[src/rtl/dm_arb_pkg.sv]
// dm_arb_pkg: shared constants for the data-memory arbiter.
//   - FSM state codes (2-bit, legacy encoding kept stable for debug dumps)
//   - default word-address / data widths
package dm_arb_pkg;

    localparam logic [1:0] IDLE   = 2'd0;
    localparam logic [1:0] ACCESS = 2'd1;
    localparam logic [1:0] RESP   = 2'd2;

    // Word address matches the memory's addr[8:2]
    localparam int DEF_AW = 7;
    localparam int DEF_DW = 32;

endpackage

[src/rtl/dm_arbiter_if.sv]
// dm_arbiter_if: bundle of the two requester ports and the memory port.
//   m0_*  : CPU load/store requester (req/we/addr/wdata in, ack/rdata out)
//   m1_*  : debug/DMA loader requester, same shape as m0
//   mem_* : single-port data memory (we/addr/wdata out, rdata in)
//   busy  : arbiter is mid-transaction
// modport slave  : the arbiter's view
// modport master : the surrounding system's view (requesters + memory)
interface dm_arbiter_if
    import dm_arb_pkg::*;
#(
    parameter int AW = DEF_AW,
    parameter int DW = DEF_DW
);

    logic          m0_req;
    logic          m0_we;
    logic [AW-1:0] m0_addr;
    logic [DW-1:0] m0_wdata;
    logic          m0_ack;
    logic [DW-1:0] m0_rdata;

    logic          m1_req;
    logic          m1_we;
    logic [AW-1:0] m1_addr;
    logic [DW-1:0] m1_wdata;
    logic          m1_ack;
    logic [DW-1:0] m1_rdata;

    logic          mem_we;
    logic [AW-1:0] mem_addr;
    logic [DW-1:0] mem_wdata;
    logic [DW-1:0] mem_rdata;

    logic          busy;

    modport slave (
        input  m0_req, m0_we, m0_addr, m0_wdata,
        output m0_ack, m0_rdata,
        input  m1_req, m1_we, m1_addr, m1_wdata,
        output m1_ack, m1_rdata,
        output mem_we, mem_addr, mem_wdata,
        input  mem_rdata,
        output busy
    );

    modport master (
        output m0_req, m0_we, m0_addr, m0_wdata,
        input  m0_ack, m0_rdata,
        output m1_req, m1_we, m1_addr, m1_wdata,
        input  m1_ack, m1_rdata,
        input  mem_we, mem_addr, mem_wdata,
        output mem_rdata,
        input  busy
    );

endinterface

[src/rtl/dm_arbiter_rr_pick2.sv]
// rr_pick2: combinational 2-way round-robin chooser.
//   req0, req1  : pending requests
//   last        : id of the port granted most recently
//   grant_valid : at least one request pending
//   grant_id    : chosen port; on contention the one that did not win last
module rr_pick2 (
    input  logic req0,
    input  logic req1,
    input  logic last,
    output logic grant_valid,
    output logic grant_id
);

    always_comb begin
        grant_valid = req0 | req1;
        if (req0 && req1) grant_id = ~last;
        else              grant_id = req1;   // single requester (or none: don't care)
    end

endmodule

[src/rtl/dm_arbiter.sv]
// dm_arbiter: two-port round-robin arbiter/sequencer for the MIPS data memory.
//   clk, rst : system clock (rising edge), async active-high reset
//   bus      : dm_arbiter_if.slave -- m0 (CPU), m1 (debug/DMA), memory port, busy
// Every access is a fixed IDLE -> ACCESS -> RESP sequence. The winner's
// we/addr/wdata are latched on the granting edge so requesters may change
// or drop their inputs afterwards without affecting the transaction.
module dm_arbiter
    import dm_arb_pkg::*;
#(
    parameter int AW = DEF_AW,
    parameter int DW = DEF_DW
)
(
    input  logic         clk,
    input  logic         rst,
    dm_arbiter_if.slave  bus
);

    logic [1:0]          state;
    logic                owner;
    logic                last_grant;
    logic                we_lat;
    logic [AW-1:0]       addr_lat;
    logic [DW-1:0]       wdata_lat;
    logic [DW-1:0]       rdata_reg;

    // Per-port views so the winner can be selected by index
    logic [1:0]          req;
    logic [1:0]          we_in;
    logic [1:0][AW-1:0]  addr_in;
    logic [1:0][DW-1:0]  wdata_in;

    logic                grant_valid;
    logic                grant_id;

    assign req      = {bus.m1_req,   bus.m0_req};
    assign we_in    = {bus.m1_we,    bus.m0_we};
    assign addr_in  = {bus.m1_addr,  bus.m0_addr};
    assign wdata_in = {bus.m1_wdata, bus.m0_wdata};

    rr_pick2 u_pick (
        .req0        (req[0]),
        .req1        (req[1]),
        .last        (last_grant),
        .grant_valid (grant_valid),
        .grant_id    (grant_id)
    );

    always_ff @(posedge clk or posedge rst) begin
        if (rst) begin
            state      <= IDLE;
            owner      <= 1'b0;
            last_grant <= 1'b1;     // port 0 wins the first contention
            we_lat     <= 1'b0;
            addr_lat   <= '0;
            wdata_lat  <= '0;
            rdata_reg  <= '0;
        end else begin
            case (state)
                IDLE: begin
                    if (grant_valid) begin
                        owner     <= grant_id;
                        we_lat    <= we_in[grant_id];
                        addr_lat  <= addr_in[grant_id];
                        wdata_lat <= wdata_in[grant_id];
                        state     <= ACCESS;
                    end
                end
                ACCESS: begin
                    // Same edge as the memory write commit, so a write
                    // returns the word that was there before it.
                    rdata_reg <= bus.mem_rdata;
                    state     <= RESP;
                end
                RESP: begin
                    last_grant <= owner;
                    state      <= IDLE;
                end
                default: state <= IDLE;
            endcase
        end
    end

    // Write enable is decoded from state so an async reset drops it at once
    assign bus.mem_we    = (state == ACCESS) && we_lat;
    assign bus.mem_addr  = addr_lat;
    assign bus.mem_wdata = wdata_lat;

    assign bus.m0_ack    = (state == RESP) && !owner;
    assign bus.m1_ack    = (state == RESP) &&  owner;
    assign bus.m0_rdata  = rdata_reg;
    assign bus.m1_rdata  = rdata_reg;

    assign bus.busy      = (state != IDLE);

endmodule

[src/flat_wrapper.sv]
// flat-port wrapper written by rule: the top's interface ports become plain ports
module dm_arbiter_flat import dm_arb_pkg::*;
#(
    parameter int AW = DEF_AW,
    parameter int DW = DEF_DW
)
  (clk, rst, bus_m0_req, bus_m0_we, bus_m0_addr, bus_m0_wdata, bus_m0_ack, bus_m0_rdata, bus_m1_req, bus_m1_we, bus_m1_addr, bus_m1_wdata, bus_m1_ack, bus_m1_rdata, bus_mem_we, bus_mem_addr, bus_mem_wdata, bus_mem_rdata, bus_busy);
  dm_arbiter_if #(.AW(AW), .DW(DW)) bus_i ();
  input  logic clk;
  input  logic rst;
  input wire logic [$bits(bus_i.m0_req)-1:0] bus_m0_req;
  input wire logic [$bits(bus_i.m0_we)-1:0] bus_m0_we;
  input wire logic [$bits(bus_i.m0_addr)-1:0] bus_m0_addr;
  input wire logic [$bits(bus_i.m0_wdata)-1:0] bus_m0_wdata;
  output wire logic [$bits(bus_i.m0_ack)-1:0] bus_m0_ack;
  output wire logic [$bits(bus_i.m0_rdata)-1:0] bus_m0_rdata;
  input wire logic [$bits(bus_i.m1_req)-1:0] bus_m1_req;
  input wire logic [$bits(bus_i.m1_we)-1:0] bus_m1_we;
  input wire logic [$bits(bus_i.m1_addr)-1:0] bus_m1_addr;
  input wire logic [$bits(bus_i.m1_wdata)-1:0] bus_m1_wdata;
  output wire logic [$bits(bus_i.m1_ack)-1:0] bus_m1_ack;
  output wire logic [$bits(bus_i.m1_rdata)-1:0] bus_m1_rdata;
  output wire logic [$bits(bus_i.mem_we)-1:0] bus_mem_we;
  output wire logic [$bits(bus_i.mem_addr)-1:0] bus_mem_addr;
  output wire logic [$bits(bus_i.mem_wdata)-1:0] bus_mem_wdata;
  input wire logic [$bits(bus_i.mem_rdata)-1:0] bus_mem_rdata;
  output wire logic [$bits(bus_i.busy)-1:0] bus_busy;
  assign bus_i.m0_req = bus_m0_req;
  assign bus_i.m0_we = bus_m0_we;
  assign bus_i.m0_addr = bus_m0_addr;
  assign bus_i.m0_wdata = bus_m0_wdata;
  assign bus_m0_ack = bus_i.m0_ack;
  assign bus_m0_rdata = bus_i.m0_rdata;
  assign bus_i.m1_req = bus_m1_req;
  assign bus_i.m1_we = bus_m1_we;
  assign bus_i.m1_addr = bus_m1_addr;
  assign bus_i.m1_wdata = bus_m1_wdata;
  assign bus_m1_ack = bus_i.m1_ack;
  assign bus_m1_rdata = bus_i.m1_rdata;
  assign bus_mem_we = bus_i.mem_we;
  assign bus_mem_addr = bus_i.mem_addr;
  assign bus_mem_wdata = bus_i.mem_wdata;
  assign bus_i.mem_rdata = bus_mem_rdata;
  assign bus_busy = bus_i.busy;
  dm_arbiter #(.AW(AW), .DW(DW)) u_core (.clk(clk), .rst(rst), .bus(bus_i));
endmodule
[config.mk]
export PLATFORM = sky130hd
export DESIGN_NAME = dm_arbiter_flat
export DESIGN_NICKNAME = d
export VERILOG_FILES = /design/src/rtl/dm_arb_pkg.sv /design/src/rtl/dm_arbiter_if.sv /design/src/rtl/dm_arbiter_rr_pick2.sv /design/src/rtl/dm_arbiter.sv /design/src/flat_wrapper.sv
export SDC_FILE = /design/constraint.sdc
export NUM_CORES = 1
export LEC_CHECK = 0
export ABC_AREA = 1
export ABC_CLOCK_PERIOD_IN_PS = 6600
export CORE_MARGIN = 2
export CORE_UTILIZATION = 42
export DETAILED_ROUTE_END_ITERATION = 8
export MAX_ROUTING_LAYER = met4
export PLACE_DENSITY = 0.87
export SYNTH_ARGS = -nofsm -noshare
export SYNTH_HDL_FRONTEND = slang
export SYNTH_SLANG_ARGS = --single-unit
[constraint.sdc]
create_clock -name clk -period 6.6 [get_ports clk]
set_clock_uncertainty 0.2 [all_clocks]
set_input_delay 1.32 -clock clk [delete_from_list [all_inputs] [get_ports clk]]
set_output_delay 1.32 -clock clk [all_outputs]
set_load 0.02 [all_outputs]
==> results of run 1 <==
-- where the power goes --
part / switching [mW] / leakage, nW / internal [mW]
registers: 0.162 / 0.927 / 0.702
clock network: 0.165 / 0.0959 / 0.186
logic: 0.910 / 2.16 / 0.755
total: 1.24 / 3.18 / 1.64
-- cells in the final DEF, fill, tap and decap left out --
cell,instances
nand2_1,223
clkdlybuf4s50_1,222
inv_1,85
nand3_1,80
dfrtp_1,75
clkbuf_8,10
buf_4,6
nor2_1,5
clkinv_2,2
clkinvlp_4,2
nor2_2,1
o21ai_2,1
o21ai_1,1
o21ai_0,1
inv_6,1
bufinv_16,1
clkbuf_1,1
buf_8,1
dfstp_2,1
-- cells in the mapped netlist --
cell / n / area (um2)
dfstp_2: 1 / 26.28
o21ai_1: 1 / 5.000
o21ai_2: 1 / 8.760
inv_1: 86 / 322.8
clkbuf_1: 8 / 30.03
buf_1: 1 / 3.750
buf_2: 14 / 70.07
o21ai_0: 1 / 5.000
nand3_1: 80 / 400.4
nor2_2: 1 / 6.260
dfrtp_1: 75 / 1877
nand2_1: 223 / 837.1
nor2_1: 5 / 18.77
buf_4: 36 / 270.3
-- logic make-up (layout without fill, tap and decap cells) --
kind of cell,Yosys count,in the layout
buffers and inverters,145,331
flip-flops,76,76
AO/OA/AOI/OAI,3,3
AND/OR/NAND/NOR,309,309
-- state kept, by name, indices dropped and copies added, names as in the netlist --
| register | flops |
|---|---|
| u_core.bus.m0_rdata | 32 |
| u_core.bus.mem_wdata | 32 |
| u_core.bus.mem_addr | 7 |
| u_core.state | 2 |
| u_core.last_grant | 1 |
| u_core.owner | 1 |
| u_core.we_lat | 1 |
-- how the worst max path moves through the flow --
stage                                                 endpoint  slack (ns)  depth (start not counted)
after floorplan             u_core.bus.m0_rdata[0]$_DFFE_PP0N_        3.14                          1
after global placement    u_core.bus.mem_wdata[20]$_DFFE_PP0P_        2.91                          6
after detailed placement  u_core.bus.mem_wdata[28]$_DFFE_PP0P_        2.75                          6
after CTS                 u_core.bus.mem_wdata[27]$_DFFE_PP0P_        3.11                          6
after global routing                                bus_mem_we        3.06                          5
final                                               bus_mem_we        3.16                          5
-- area by class of cell --
type                    instances  area [um2]  area share
repair buffers                229        2282      0.3723
flip-flops and latches         76        1903      0.3105
multi-input cells             312        1281      0.2090
inverters                      86       324.1     0.05287
clock buffers                  11       141.4     0.02307
well taps                     111       138.9     0.02266
clock inverters                 5       58.81    0.009594
-- worst register-to-register path, stage by stage (launching register included) --
cell and delay, ns:
dfrtp_1 0.40, inv_1 0.08, nand2_1 0.05, buf_4 0.24, inv_1 0.78, nand2_1 0.13
nand2_1 0.11
-- per-layer routing --
metal / vias to the layer above / share of wire / global-route usage
li1: 1911 / - / -
met1: 1785 / 0.39 / 0.2571
met2: 208 / 0.50 / 0.3908
met3: 27 / 0.085 / 0.04526
met4: 0 / 0.020 / 0.07060
met5: - / 0 / -
-- through the flow --
stage / utilization / hold slack (ns) / cells / setup WS, ns
after global placement: 0.6493 / 0.2638 / 813 / 2.909
after CTS: 0.6713 / 0.2866 / 829 / 3.112
after global routing: 0.6729 / 0.3110 / 830 / 3.056
after floorplan: - / 0.2491 / 533 / 3.143
after detailed placement: 0.6493 / 0.2663 / 813 / 2.747
final: 0.6729 / 0.2832 / 830 / 3.158
==> qor.yml, run 1 <==
run_status:
  status: "finished clean"
clock_tree:
  clock-sinks: 76
  cts_buffers: 9
  cts.repair.resized: 0
  worst_skew_pair.late_latency_ns: 0.33
  ctsHoldBuffers: 0
  htree_levels: 3
  post_cts_buffers: 0
  cts_buffer_depth: 2
  tritoncts: "built"
  clk_pin_slew_ns: 0.08
  cts_root_buf: "clkbuf_8"
global_routing:
  gr-total-overflow: 0
  grt_max_degree: 77
  grt_first_pass_wirelength_um: 17450
  antenna_found_initial: 0
  grt_pass1_vias: 3844
  grt_util_all_layers: 0.2231
synthesis:
  synth-seq-cells: 76
  syn_area_um2: 3881
  avgSynthCellArea_um2: 7.282
  syn_nets: 649
  synthAdderAreaFrac: 0
  netlist-cell-type-count: 14
  synth.yosys.seq_area_share: 0.4903
  synthSimpleGateAreaFrac: 0.3253
  post_synth_xor_area_fraction: 0
  synth_top_family_by_area: "simple AND/OR/NAND/NOR gates"
  syn_inst: 533
  muxShareOfSynthArea: 0
  yosysWarnings: 0
  synth_compound_area_frac: 0.004836
worst_setup_path:
  end_kind: "output pin"
  path_delay_family: "buffers and inverters"
  rr_worst_depth: 6
  startpoint_type: "flip-flop"
  crit_fanout: 34
  r2r_setup_slack_ns: 4.56
  path_buf_inv: 3
  critPathRequiredTime_ns: 5.08
  cp-startpoint: "u_core.state[1]$_DFFE_PP0P_"
  critPathSlowestCell: "clkdlybuf4s50_1"
  cpPeakStageDelay_ns: 0.63
  arrival_ns: 1.92
  worstSetupPathType: "reg -> out"
  r2r_start: "u_core.state[1]$_DFFE_PP0P_"
  timing.rr.end: "u_core.bus.m0_rdata[13]$_DFFE_PP0N_"
  crit_chain: "inv_1, nand2_1, buf_4, nor2_1, clkdlybuf4s50_1"
power:
  power.total_mw: 2.880
  powerDensity_nw_per_um2: 469.8
  p_leak_nw: 3.181
  peakVddDrop_mv: 0.2181
floorplan:
  fp.dieW_um: 100.1
  coreArea_um2: 9109
  pin_count: 223
  rows: 35
  start_util: 0.4261
  die_y_um: 100.1
  dieArea_um2: 10030
sta:
  fmax_mhz: 290.5
  drv_slew: 0
  hold_violations: 0
  worstMarginPinSlew_ns: 1.000
  maxSlewHeadroom: 0.3324
  period_minus_slack_ns: 3.442
  grt_setup_unrepaired: "no"
  final-setup-viol-count: 0
  finalCritPeriodShare: 0.5215
  fin_tns_setup_ns: 0
route:
  wl_per_cell_um: 13.22
  drt_iter0_markers: 135
  ant_nets: 0
  drc_errors: 0
  totalWireLength_um: 10970
  routed_via_density: 4.736
  num_vias: 3931
  drt-pass1-iter-count: 5
min_path:
  hold_depth: 2
  hp-start: "u_core.bus.mem_wdata[10]$_DFFE_PP0P_"
  hold_end: "u_core.bus.mem_wdata[10]$_DFFE_PP0P_"
  hold_class: "reg -> reg"
cells_and_area:
  diodes: 0
  area_growth_pct: 57.93
  design_area_um2: 6130
  nFillCells: 742
  final_layout_size_suffix_gt1_frac: 0.03616
  nets: 830
placed_design:
  io_buffers: 222
  place.detailed.hpwl_um: 8173
  dpl_cell_area_um2: 5914
  gp_congestion: 0.7680
run:
  cap_violations: 0
No activity file was read; power rests on OpenSTA's default activity.
==> run 2: changes to the inputs <==
--- a/config.mk
+++ b/config.mk
@@ -6,12 +6,12 @@
 export NUM_CORES = 1
 export LEC_CHECK = 0
 export ABC_AREA = 1
-export ABC_CLOCK_PERIOD_IN_PS = 6600
+export ABC_CLOCK_PERIOD_IN_PS = 3000
 export CORE_MARGIN = 2
-export CORE_UTILIZATION = 42
+export CORE_UTILIZATION = 35
 export DETAILED_ROUTE_END_ITERATION = 8
 export MAX_ROUTING_LAYER = met4
-export PLACE_DENSITY = 0.87
+export PLACE_DENSITY = 0.78
 export SYNTH_ARGS = -nofsm -noshare
 export SYNTH_HDL_FRONTEND = slang
 export SYNTH_SLANG_ARGS = --single-unit
==> constraint.sdc (replaced) <==
create_clock -name clk -period 3 [get_ports clk]
set_clock_uncertainty 0.2 [all_clocks]
set_input_delay 0.6 -clock clk [delete_from_list [all_inputs] [get_ports clk]]
set_output_delay 0.6 -clock clk [all_outputs]
set_load 0.02 [all_outputs]
==> run 2 against run 1 <==
Cell area grew 1.9%. Wire length up 3.7%. Clock power grew to 2.5 times the previous value. Via count decreased by 0.10%. Total power grew 130%. Cell count increased by 3.9%. First-iteration DRC count grew 78%. Global-route usage is 2.5 points lower. Critical path depth is 1 lower. Die area increased by 19%. Largest power group unchanged.
==> qor.yml, run 2 (synthesized netlist as in run 1, its figures left out) <==
route:
  drc_errors: 0  # unchanged
  totalWireLength_um: 11380  # +3.7%
  drt-pass1-iter-count: 4  # -1
  drt_iter0_markers: 240  # +78%
  num_vias: 3927  # -0.10%
  routed_via_density: 4.556  # -3.8%
  ant_nets: 0  # unchanged
  wl_per_cell_um: 13.20  # -0.11%
placed_design:
  place_inst: 846  # +4.1%
  io_buffers: 222  # unchanged
  place.detailed.hpwl_um: 8684  # +6.2%
  gp_congestion: 0.7827  # +1.9%
sta:
  final-setup-viol-count: 0  # unchanged
  hold_violations: 0  # unchanged
  maxSlewHeadroom: 0.6918  # +0.3595
  drv_slew: 0  # unchanged
  fin_tns_setup_ns: 0  # unchanged
  period_minus_slack_ns: 2.502
  worstMarginPinSlew_ns: 0.4605  # -0.5399 ns
  finalCritPeriodShare: 0.8338
  grt_setup_unrepaired: "no"
  fmax_mhz: 399.8
cells_and_area:
  final_cells: 862  # +3.9%
  final_common_cell: "nand2_1"
  diodes: 0  # unchanged
  final_layout_size_suffix_gt1_frac: 0.04155  # +0.005390
  nets: 833  # +0.36%
  post-route-util: 0.5761  # -0.09688
  final_cell_mix: "223 x nand2_1, 221 x clkdlybuf4s50_1, 85 x inv_1"
  area_growth_pct: 60.90
worst_setup_path:
  end_kind: "output pin"
  crit_fanout: 3  # -91%
  cpPeakStageDelay_ns: 0.63  # about the same
  startpoint_type: "flip-flop"
  rr_worst_depth: 7  # +1
  arrival_ns: 1.70  # -0.22 ns
  critPathSlowestCell: "clkdlybuf4s50_1"
  crit_chain: "inv_1, nand2_1, nor2_1, clkdlybuf4s50_1"
  critPathRequiredTime_ns: 2.20  # -2.88 ns
  worstSetupPathType: "reg -> out"
clock_tree:
  worst_skew_pair.late_latency_ns: 0.33  # about the same
  tritoncts: "built"
  clock-sinks: 76  # unchanged
  cts_buffers: 9  # unchanged
  cts.repair.resized: 0  # unchanged
  ctsHoldBuffers: 0  # unchanged
  post_cts_buffers: 0  # unchanged
  cts_root_buf: "clkbuf_8"
  cts_buffer_depth: 2  # unchanged
  htree_levels: 3  # unchanged
  clk_pin_slew_ns: 0.07  # about the same
global_routing:
  gr-total-overflow: 0  # unchanged
  grt_pass1_vias: 3840  # -0.10%
  grt_util_all_layers: 0.1983  # -0.02475
  antenna_found_initial: 0  # unchanged
  grt_first_pass_wirelength_um: 17840  # +2.3%
  grt_max_degree: 44  # -43%
run_status:
  status: "finished clean"
power:
  peakVddDrop_mv: 0.5298  # +140%
  powerDensity_nw_per_um2: 1042  # +120%
  p_leak_nw: 3.224  # +1.3%
floorplan:
  start_util: 0.3580  # -0.06807
  coreArea_um2: 10840  # +19%
  fp.dieW_um: 109.3  # +9.2%
  dieArea_um2: 11950  # +19%
  die_y_um: 109.3  # +9.2%
  rows: 38  # +8.6%
  pin_count: 223  # unchanged
run:
  cap_violations: 0  # unchanged
min_path:
  hold_depth: 2  # unchanged
  hold_class: "reg -> reg"
## run 2: area by class of cell
cell class                      count  area (um2)
Multi-Input combinational cell    312        1289
Clock buffer                       13       168.9
Sequential cell                    76        1903
Tap cell                          140       175.2
Inverter                           86       324.1
Timing Repair Buffer              232        2317
Clock inverter                      3       67.56
Fill cell                         985        4596
## run 2: through the flow
| step | area [um2] | worst slack [ns] | hold slack, ns | power, mW |
|---|---|---|---|---|
| global route | 6245 | 0.3691 | 0.2816 | 6.973 |
| finish | 6245 | 0.4985 | 0.2836 | 6.508 |
| CTS | 6245 | 0.4521 | 0.2712 | 6.590 |
| global placement | 6008 | 0.7633 | 0.2623 | 5.584 |
| floorplan | 3881 | 0.2633 | 0.2491 | 4.029 |
| detailed placement | 6008 | 0.7087 | 0.2643 | 5.670 |
## run 2: where the power goes
part           internal (mW)  total [mW]  switching, mW
Sequential              1.54        1.90          0.358
Clock                  0.537       0.889          0.351
Combinational           1.69        3.72           2.03
## run 2: final timing paths
path	from	endpoint	slack, ns
min in group asynchronous	rst	u_core.bus.mem_addr[5]$_DFFE_PP0P_	0.29
hold / removal	u_core.bus.mem_wdata[0]$_DFFE_PP0P_	u_core.bus.mem_wdata[0]$_DFFE_PP0P_	0.28
setup reg to reg	u_core.state[1]$_DFFE_PP0P_	u_core.bus.m0_rdata[13]$_DFFE_PP0N_	1.23
setup / recovery	u_core.state[1]$_DFFE_PP0P_	bus_mem_we	0.50
hold reg to reg	u_core.bus.mem_wdata[0]$_DFFE_PP0P_	u_core.bus.mem_wdata[0]$_DFFE_PP0P_	0.28
max in group asynchronous	rst	u_core.last_grant$_DFFE_PP1N_	1.70
## run 2: worst max-delay path: cells and delay by family (launching register included)
family | cells | cell delay [ns]
buffers and inverters | 2 | 0.71
AND/OR/NAND/NOR | 2 | 0.25
flip-flops | 1 | 0.41
## run 2: routing by layer
layer / global-route usage / routed length, um
met2: 0.3496 / 5758
met5: - / 0
met1: 0.2229 / 4469
met3: 0.04446 / 981
met4: 0.06600 / 169
==> run 3: changes to the inputs <==
--- a/config.mk
+++ b/config.mk
@@ -6,12 +6,12 @@
 export NUM_CORES = 1
 export LEC_CHECK = 0
 export ABC_AREA = 1
-export ABC_CLOCK_PERIOD_IN_PS = 3000
+export ABC_CLOCK_PERIOD_IN_PS = 2400
 export CORE_MARGIN = 2
-export CORE_UTILIZATION = 35
+export CORE_UTILIZATION = 39
 export DETAILED_ROUTE_END_ITERATION = 8
 export MAX_ROUTING_LAYER = met4
-export PLACE_DENSITY = 0.78
+export PLACE_DENSITY = 0.82
 export SYNTH_ARGS = -nofsm -noshare
 export SYNTH_HDL_FRONTEND = slang
 export SYNTH_SLANG_ARGS = --single-unit
==> constraint.sdc (replaced) <==
create_clock -name clk -period 2.4 [get_ports clk]
set_clock_uncertainty 0.2 [all_clocks]
set_input_delay 0.48 -clock clk [delete_from_list [all_inputs] [get_ports clk]]
set_output_delay 0.48 -clock clk [all_outputs]
set_load 0.02 [all_outputs]
==> run 3 against run 2 <==
Register-to-register slack worse by 0.56 ns. Core utilization is 6.4 points higher. Cell count decreased by 0.58%. Via count is 2.8% higher. Non-clock buffer count up 2. Wire length fell by 0.22%. Critical path type unchanged. Sequential cell count unchanged. Worst setup slack worse by 0.41 ns.
==> qor.yml, run 3 (synthesized netlist as in run 1, its figures left out) <==
run_status:
  status: "finished clean"
global_routing:
  grt_first_pass_wirelength_um: 18650  # +4.5%
  grt_util_all_layers: 0.2179  # +0.01953
  grt_pass1_vias: 3975  # +3.5%
  gr-total-overflow: 0  # unchanged
  grt_max_degree: 77  # +75%
  antenna_found_initial: 0  # unchanged
power:
  pwr-share-comb: 0.586  # +0.015
  p_leak_nw: 3.247  # +0.71%
  p_seq_frac: 0.296  # +0.004
  p_clk_frac: 0.118  # -0.019
  powerDensity_nw_per_um2: 1283  # +23%
  swShare: 0.4305  # +0.01034
  p_int_mw: 4.554  # +21%
  peakVddDrop_mv: 0.6867  # +30%
  p_sw_mw: 3.442  # +26%
worst_setup_path:
  crit_fanout: 4  # +1
  rr_worst_depth: 7  # unchanged
  critPathRequiredTime_ns: 1.72  # -0.48 ns
  r2r_start: "u_core.state[1]$_DFFE_PP0P_"
  worstSetupPathType: "reg -> out"
  arrival_ns: 1.63  # -0.07 ns
  r2r_setup_slack_ns: 0.67  # -0.56 ns
  timing.rr.end: "u_core.bus.m0_rdata[12]$_DFFE_PP0N_"
  startpoint_type: "flip-flop"
  end_kind: "output pin"
  cp-startpoint: "u_core.state[0]$_DFFE_PP0P_"
placed_design:
  io_buffers: 222  # unchanged
  place.detailed.hpwl_um: 8637  # -0.54%
  place_inst: 841  # -0.59%
  gp_congestion: 0.7963  # +1.7%
sta:
  drv_slew: 0  # unchanged
  hold_violations: 0  # unchanged
  finalCritPeriodShare: 0.9614
  final-setup-viol-count: 0  # unchanged
  hold_ws_ns: 0.2797  # -0.003880 ns
  fmax_mhz: 433.4
  fin_tns_setup_ns: 0  # unchanged
  grt_setup_unrepaired: "no"
  worstMarginPinSlew_ns: 0.3941  # -0.06643 ns
  maxSlewHeadroom: 0.7373  # +0.04545
  period_minus_slack_ns: 2.307
min_path:
  hold_class: "reg -> reg"
  hold_end: "u_core.bus.mem_addr[6]$_DFFE_PP0P_"
  hold_depth: 2  # unchanged
  hp-start: "u_core.bus.mem_addr[6]$_DFFE_PP0P_"
route:
  wl_per_cell_um: 13.25  # +0.36%
  num_vias: 4035  # +2.8%
  routed_via_density: 4.708  # +3.3%
  drt_iter0_markers: 122  # -49%
  totalWireLength_um: 11350  # -0.22%
  drt-pass1-iter-count: 4  # unchanged
  ant_nets: 0  # unchanged
  drc_errors: 0  # unchanged
cells_and_area:
  final_cells: 857  # -0.58%
  final_layout_size_suffix_gt1_frac: 0.04282  # +0.001266
  nFillCells: 870  # -12%
  nets: 835  # +0.24%
  final_cell_mix: "223 x nand2_1, 220 x clkdlybuf4s50_1, 85 x inv_1"
  final_common_cell: "nand2_1"
  multi_input_area_um2: 1289  # unchanged
  area_growth_pct: 60.57
  seqCellArea_um2: 1903  # unchanged
  diodes: 0  # unchanged
floorplan:
  fp.dieW_um: 103.8  # -5.1%
  die_y_um: 103.8  # -5.1%
  dieArea_um2: 10770  # -9.9%
  coreArea_um2: 9729  # -10%
  start_util: 0.3989  # +0.04089
  pin_count: 223  # unchanged
  rows: 36  # -5.3%
clock_tree:
  clock-sinks: 76  # unchanged
  cts_buffer_depth: 2  # unchanged
  worst_skew_pair.late_latency_ns: 0.33  # about the same
  ctsHoldBuffers: 0  # unchanged
  tritoncts: "built"
  clk_pin_slew_ns: 0.08  # about the same
  cts_root_buf: "clkbuf_8"
  cts_buffers: 9  # unchanged
  post_cts_buffers: 0  # unchanged
  htree_levels: 3  # unchanged
run:
  cap_violations: 0  # unchanged
[run 3: how the worst max path moves through the flow]
stage	slack, ns	to	cells past startpoint
CTS	0.05	bus_mem_we	4
detailed placement	0.26	u_core.bus.mem_addr[5]$_DFFE_PP0P_	7
global placement	0.34	u_core.bus.mem_wdata[2]$_DFFE_PP0P_	7
finish	0.09	bus_m1_ack	4
floorplan	0.66	bus_mem_we	4
global route	0.01	bus_m1_ack	4
[run 3: critical path: stages, from the launching register on]
cell             delay, ns
dfrtp_1               0.40
inv_1                 0.07
nand2_1               0.09
nor2_1                0.11
clkdlybuf4s50_1       0.62
[run 3: routing by layer]
metal  track usage  vias to the layer above  wire length, um
met5             -                        -                0
met4       0.07722                        0              246
met3       0.04216                       23              811
met2        0.3888                      189             5836
met1        0.2435                     1898             4460
li1              -                     1925                -
[run 3: timing repair]
action,in CTS,in global routing
gates resized for setup,0,2
hold endpoints to repair,0,0
setup endpoints to repair,0,2
[run 3: final cells by class]
type,count,share of cell area
Timing Repair Buffer,234,0.3778
Clock inverter,6,0.01044
Clock buffer,10,0.02048
Tap cell,133,0.02670
Sequential cell,76,0.3054
Inverter,86,0.05240
Multi-Input combinational cell,312,0.2068
[run 3: per-stage QoR]
stage	setup slack, ns	util	cell area, um2	total power, mW
finish	0.09253	0.6406	6232	7.996
global placement	0.3376	0.6202	6035	6.984
global route	0.01447	0.6406	6232	8.509
floorplan	0.6572	-	3885	5.036
detailed placement	0.2595	0.6202	6035	7.114
CTS	0.05342	0.6400	6227	8.081
[run 3: power groups by stage]
stage / combinational (mW) / clock [mW] / sequential, mW
floorplan: 1.99 / 0 / 3.05
global placement: 4.64 / 0 / 2.35
detailed placement: 4.74 / 0 / 2.38
CTS: 4.74 / 0.972 / 2.37
global route: 5.04 / 1.03 / 2.44
finish: 4.69 / 0.944 / 2.37
